<file path="config.mk">
export PLATFORM = sky130hd
export DESIGN_NAME = multi_channel_timer
export DESIGN_NICKNAME = d
export VERILOG_FILES = /design/src/rtl/timer_pkg.sv /design/src/rtl/timer_channel.sv /design/src/rtl/multi_channel_timer.sv
export SDC_FILE = /design/constraint.sdc
export NUM_CORES = 2
export LEC_CHECK = 0
export ABC_AREA = 0
export CAP_MARGIN = 20
export CORE_MARGIN = 3
export CORE_UTILIZATION = 50
export DETAILED_ROUTE_END_ITERATION = 16
export PLACE_DENSITY = 0.69
export SLEW_MARGIN = 10
export SYNTH_ARGS = -nofsm -noshare
export SYNTH_HDL_FRONTEND = slang
export SYNTH_SLANG_ARGS = --single-unit
</file>
<file path="constraint.sdc">
create_clock -name clk -period 19.8 [get_ports clk]
set_input_delay 2.97 -clock clk [delete_from_list [all_inputs] [get_ports clk]]
set_output_delay 2.97 -clock clk [all_outputs]
set_load 0.01 [all_outputs]
</file>
<file path="src/rtl/timer_pkg.sv">
// Shared types and default widths for the multi-channel countdown timer.
package timer_pkg;

  typedef enum logic {
    ST_IDLE = 1'b0,
    ST_RUN  = 1'b1
  } ch_state_e;

  localparam int CNT_W_DEF = 32;
  localparam int PRE_W_DEF = 32;

endpackage

</file>
<file path="src/rtl/timer_channel.sv">
// One countdown channel: nested prescale/tick down-counters, latched config,
// one-cycle done pulse and sticky expired flag.
//
//   state   | meaning
//   --------+-----------------------------------------------------------
//   ST_IDLE | stopped; waits for start with a non-zero period
//   ST_RUN  | counting pc (cycles in tick) and tc (ticks left) while enabled
module timer_channel
  import timer_pkg::*;
#(
  parameter int CNT_W = CNT_W_DEF,
  parameter int PRE_W = PRE_W_DEF
) (
  input  logic             clk,
  input  logic             rst,
  input  logic             enable,
  input  logic [PRE_W-1:0] prescale,
  input  logic             start,
  input  logic             abort,
  input  logic             periodic,
  input  logic [CNT_W-1:0] period,
  input  logic             clear,
  output logic             busy,
  output logic             done,
  output logic             expired
);

  ch_state_e        state_q, state_d;
  logic [PRE_W-1:0] pc_q, pc_d;
  logic [CNT_W-1:0] tc_q, tc_d;
  logic [PRE_W-1:0] peff_q, peff_d;
  logic [CNT_W-1:0] t_q, t_d;
  logic             mode_q, mode_d;
  logic             done_q, done_d;
  logic             exp_q, exp_d;

  logic [PRE_W-1:0] peff_in;
  logic             period_zero;
  logic             expiry;

  assign peff_in     = (prescale == '0) ? PRE_W'(1) : prescale;
  assign period_zero = (period == '0);

  always_comb begin
    state_d = state_q;
    pc_d    = pc_q;
    tc_d    = tc_q;
    peff_d  = peff_q;
    t_d     = t_q;
    mode_d  = mode_q;
    expiry  = 1'b0;

    case (state_q)
      ST_IDLE: begin
        if (start && !period_zero) begin
          state_d = ST_RUN;
          peff_d  = peff_in;
          t_d     = period;
          mode_d  = periodic;
          pc_d    = peff_in - PRE_W'(1);
          tc_d    = period;
        end
      end
      ST_RUN: begin
        if (abort) begin
          state_d = ST_IDLE;
        end else if (start) begin
          // A restart with period 0 stops the channel just like abort.
          if (period_zero) begin
            state_d = ST_IDLE;
          end else begin
            peff_d = peff_in;
            t_d    = period;
            mode_d = periodic;
            pc_d   = peff_in - PRE_W'(1);
            tc_d   = period;
          end
        end else if (enable) begin
          if (pc_q != '0) begin
            pc_d = pc_q - PRE_W'(1);
          end else if (tc_q != CNT_W'(1)) begin
            tc_d = tc_q - CNT_W'(1);
            pc_d = peff_q - PRE_W'(1);
          end else begin
            expiry = 1'b1;
            if (mode_q) begin
              pc_d = peff_q - PRE_W'(1);
              tc_d = t_q;
            end else begin
              state_d = ST_IDLE;
            end
          end
        end
      end
      default: state_d = ST_IDLE;
    endcase

    done_d = expiry;
    exp_d  = (exp_q & ~clear) | expiry;
  end

  always_ff @(posedge clk or posedge rst) begin
    if (rst) begin
      state_q <= ST_IDLE;
      pc_q    <= '0;
      tc_q    <= '0;
      peff_q  <= '0;
      t_q     <= '0;
      mode_q  <= 1'b0;
      done_q  <= 1'b0;
      exp_q   <= 1'b0;
    end else begin
      state_q <= state_d;
      pc_q    <= pc_d;
      tc_q    <= tc_d;
      peff_q  <= peff_d;
      t_q     <= t_d;
      mode_q  <= mode_d;
      done_q  <= done_d;
      exp_q   <= exp_d;
    end
  end

  assign busy    = (state_q == ST_RUN);
  assign done    = done_q;
  assign expired = exp_q;

endmodule

</file>
<file path="src/rtl/multi_channel_timer.sv">
// NUM_CH independent countdown channels sharing one prescale input;
// irq is the OR of all sticky expired flags.
module multi_channel_timer
  import timer_pkg::*;
#(
  parameter int NUM_CH = 4,
  parameter int CNT_W  = CNT_W_DEF,
  parameter int PRE_W  = PRE_W_DEF
) (
  input  logic                    clk,
  input  logic                    rst,
  input  logic                    enable,
  input  logic [PRE_W-1:0]        prescale,
  input  logic [NUM_CH-1:0]       start,
  input  logic [NUM_CH-1:0]       abort,
  input  logic [NUM_CH-1:0]       periodic,
  input  logic [NUM_CH*CNT_W-1:0] period,
  input  logic [NUM_CH-1:0]       clear,
  output logic [NUM_CH-1:0]       busy,
  output logic [NUM_CH-1:0]       done,
  output logic [NUM_CH-1:0]       expired,
  output logic                    irq
);

  for (genvar i = 0; i < NUM_CH; i++) begin : g_ch
    timer_channel #(
      .CNT_W(CNT_W),
      .PRE_W(PRE_W)
    ) u_ch (
      .clk     (clk),
      .rst     (rst),
      .enable  (enable),
      .prescale(prescale),
      .start   (start[i]),
      .abort   (abort[i]),
      .periodic(periodic[i]),
      .period  (period[i*CNT_W +: CNT_W]),
      .clear   (clear[i]),
      .busy    (busy[i]),
      .done    (done[i]),
      .expired (expired[i])
    );
  end

  assign irq = |expired;

endmodule

</file>
==> results.json <==
{
  "outcome": "finished clean",
  "cp-end-kind": "register",
  "htreeDepth": 2,
  "fin_setup_tns_ps": 0,
  "avgViaCountPerCell": 6.24,
  "grt_overflow_total": 0,
  "critPathBufInv": 2,
  "drc": 0,
  "grt_usage_pct": 28.9,
  "final_hold_viol_count": 0,
  "setup-violations-final": 0,
  "synth_edf_count": 0,
  "dp_hpwl_um": 67800,
  "fin_worst_skew_ps": 18.4,
  "rrSetupSlack_ps": 15030,
  "numCtsBuffers": 59,
  "cp.arrival_ps": 7550,
  "reg2reg_depth": 13,
  "postCtsResizedCells": 0,
  "die_w_um": 258,
  "initial_utilization_pct": 51.1,
  "grt_max_degree": 150,
  "synth.distinct_cells": 88,
  "min_path_type": "reg2reg",
  "cts_root_buffer": "clkbuf_16",
  "worstSetupPathType": "in2reg",
  "hold_depth": 1,
  "die_area_um2": 66800,
  "drive_gt1_share_pct": 10.9,
  "synth_seq_area_share_pct": 41.5,
  "tritoncts": "built",
  "crit_path_top_delay_cell": "clkdlybuf4s50_1",
  "avgSynthCellArea_um2": 8.59,
  "port_buffers": 191,
  "final_cell_mix": "528 x dfrtp_1, 485 x nand2_1, 367 x nor2_1, 285 x a21oi_1, 260 x o21ai_0",
  "whs_endpoint": "g_ch[2].u_ch.t_q[0]",
  "yosys.area.top_type": "dfrtp_1",
  "ys_warn_count": 0,
  "place.gp.congestion": 0.957,
  "ys_seq_elements": 528,
  "post_cts_buffers": 0,
  "holdBufCountCts": 0,
  "clock_path_buffers": 3,
  "rsz0062_at_grt": "no",
  "worstReg2RegStart": "g_ch[2].u_ch.pc_q[31]",
  "layout_commonest_cell": "dfrtp_1",
  "dp.cells": 4540,
  "drt-pass1-iter-count": 5,
  "crit_path_start_kind": "input pin",
  "clkTransAtPathRegs_ps": 60,
  "antenna_found_initial": 3,
  "worstMarginPinSlew_ps": 1180,
  "syn-num-nets": 3901,
  "wl_per_cell_um": 21.1,
  "period_minus_slack_ps": 7000,
  "routed_wl_um": 98400,
  "vdd_ir_drop_max_uv": 58.7,
  "grt_pass1_vias": 27243,
  "core-area_um2": 62400,
  "netlist_instances": 3709,
  "slew_viol_final": 0,
  "grt_pass1_wl_um": 156000,
  "min_period_over_period_pct": 35.4,
  "crit_chain": "clkdlybuf4s50_1, or4_1, nor4_1, a41o_1, inv_1, ha_1, or4b_2, nor2_1, nand4_1, xnor2_1, o21ai_0, a31o_2, a21oi_1",
  "ys.flop_type": "dfrtp_1",
  "final_nets": 3959,
  "worst_ep_required_time_ps": 20350,
  "vias": 29043,
  "cap_violations": 0,
  "top_level_ports": 192,
  "cellPowerDensity_nw_per_um2": 99.9,
  "clk-insertion-delay-late_ps": 630,
  "slowest_delay_ps": 840,
  "rows": 91,
  "power_leakage_uw": 0.0141,
  "critPathTopFamily": "simple AND/OR/NAND/NOR gates",
  "detail-route-antenna-nets": 0,
  "max_freq_mhz": 143,
  "final_cells": 4653,
  "synth_area_um2": 31900,
  "async_flop_share_pct": 100,
  "area_growth_pct": 14.6,
  "die_h_um": 258,
  "slew_headroom_pct": 20.8,
  "crit_fanout": 7,
  "synth_top_cell_area_share_pct": 41.5,
  "r2r_end": "g_ch[2].u_ch.pc_q[28]",
  "hp-start": "g_ch[2].u_ch.t_q[0]",
  "cts.sinks": 528,
  "ys_top_cells_by_area": "dfrtp_1 41%, mux2_2 6.8%, nand2_1 5.7%, a21oi_1 4.5%, nor2_1 4.3%",
  "drt_iter0_drc": 2958
}
-- flip-flops by register name, indices dropped and copies added, names as in the netlist --
register	cells
g_ch.u_ch.done	4
g_ch.u_ch.peff_q	128
g_ch.u_ch.t_q	128
g_ch.u_ch.pc_q	128
g_ch.u_ch.mode_q	4
g_ch.u_ch.tc_q	128
g_ch.u_ch.busy	4
g_ch.u_ch.expired	4
-- through the flow --
step | hold WS [ps] | worst slack [ps] | util [%] | cell area (um^2) | power, uW
after detailed placement | 462 | 12330 | 55.0 | 34300 | 2400
after CTS | 476 | 12990 | 58.5 | 36500 | 3650
after floorplan | 440 | 2080 | - | 31900 | 2120
final | 471 | 12800 | 58.5 | 36500 | 3650
after global routing | 487 | 12560 | 58.5 | 36500 | 3830
after global placement | 456 | 12380 | 55.0 | 34300 | 2380
-- how the worst max path moves through the flow --
| stage | end | depth (start not counted) | from |
|---|---|---|---|
| 2_1_floorplan | g_ch[0].u_ch.busy | 1 | rst |
| 3_3_place_gp | g_ch[0].u_ch.pc_q[24] | 13 | prescale[2] |
| 3_5_place_dp | g_ch[3].u_ch.pc_q[30] | 13 | prescale[2] |
| 4_1_cts | g_ch[3].u_ch.pc_q[30] | 13 | prescale[2] |
| 5_1_grt | g_ch[3].u_ch.pc_q[30] | 13 | prescale[2] |
| 6_report | g_ch[0].u_ch.pc_q[24] | 13 | prescale[14] |
-- kinds of logic after synthesis --
kind of cell / after synthesis / synth area share [%]
AND/OR/NAND/NOR: 1487 / 22.3
AO/OA/AOI/OAI: 1008 / 19.9
flip-flops: 528 / 41.5
buffers and inverters: 294 / 3.74
multiplexers: 214 / 7.51
XOR/XNOR: 165 / 4.54
adder cells (fa/ha/maj): 13 / 0.510
-- layer usage --
layer / part of all wire [%] / GRT usage, % / up-vias
met3: 8.5 / 5.62 / 192
li1: - / - / 13692
met2: 43 / 42.2 / 1132
met1: 46 / 43.1 / 14023
met5: 0.022 / 0 / -
met4: 3.1 / 9.10 / 4
-- power breakdown --
| part | internal [uW] | switching (uW) |
|---|---|---|
| clock | 766 | 473 |
| sequential | 1310 | 275 |
| combinational | 367 | 449 |
-- Yosys cell counts, types with 12 or more instances --
cell,n
mux2_2,191
mux2i_1,22
or3_1,62
clkbuf_1,188
a21o_1,20
nor3_1,163
dfrtp_1,528
buf_1,19
or4_1,49
ha_1,13
or2_2,24
inv_1,45
a211o_1,13
a21oi_1,285
buf_4,12
a211oi_1,119
o211ai_1,46
nand4_1,25
o31ai_1,16
a2bb2oi_1,18
xnor2_1,95
o21ai_0,260
o22ai_1,29
nor4_1,119
and3_1,25
nand2_1,485
nor2_1,369
xor2_1,70
buf_2,27
and2_1,12
nand2b_1,15
a31oi_1,58
nand3_1,70
-- area by class of cell --
cell class                 instances  area, um^2
multi-input combinational       2887       17500
tap                              837        1050
antenna                            2        5.00
sequential                       528       13200
inverter                          45         176
clock buffer                      80        1700
timing repair buffer             246        2340
fill                            5602       25900
clock inverter                    28         474
Note: power is estimated with default switching activity, not from simulation.
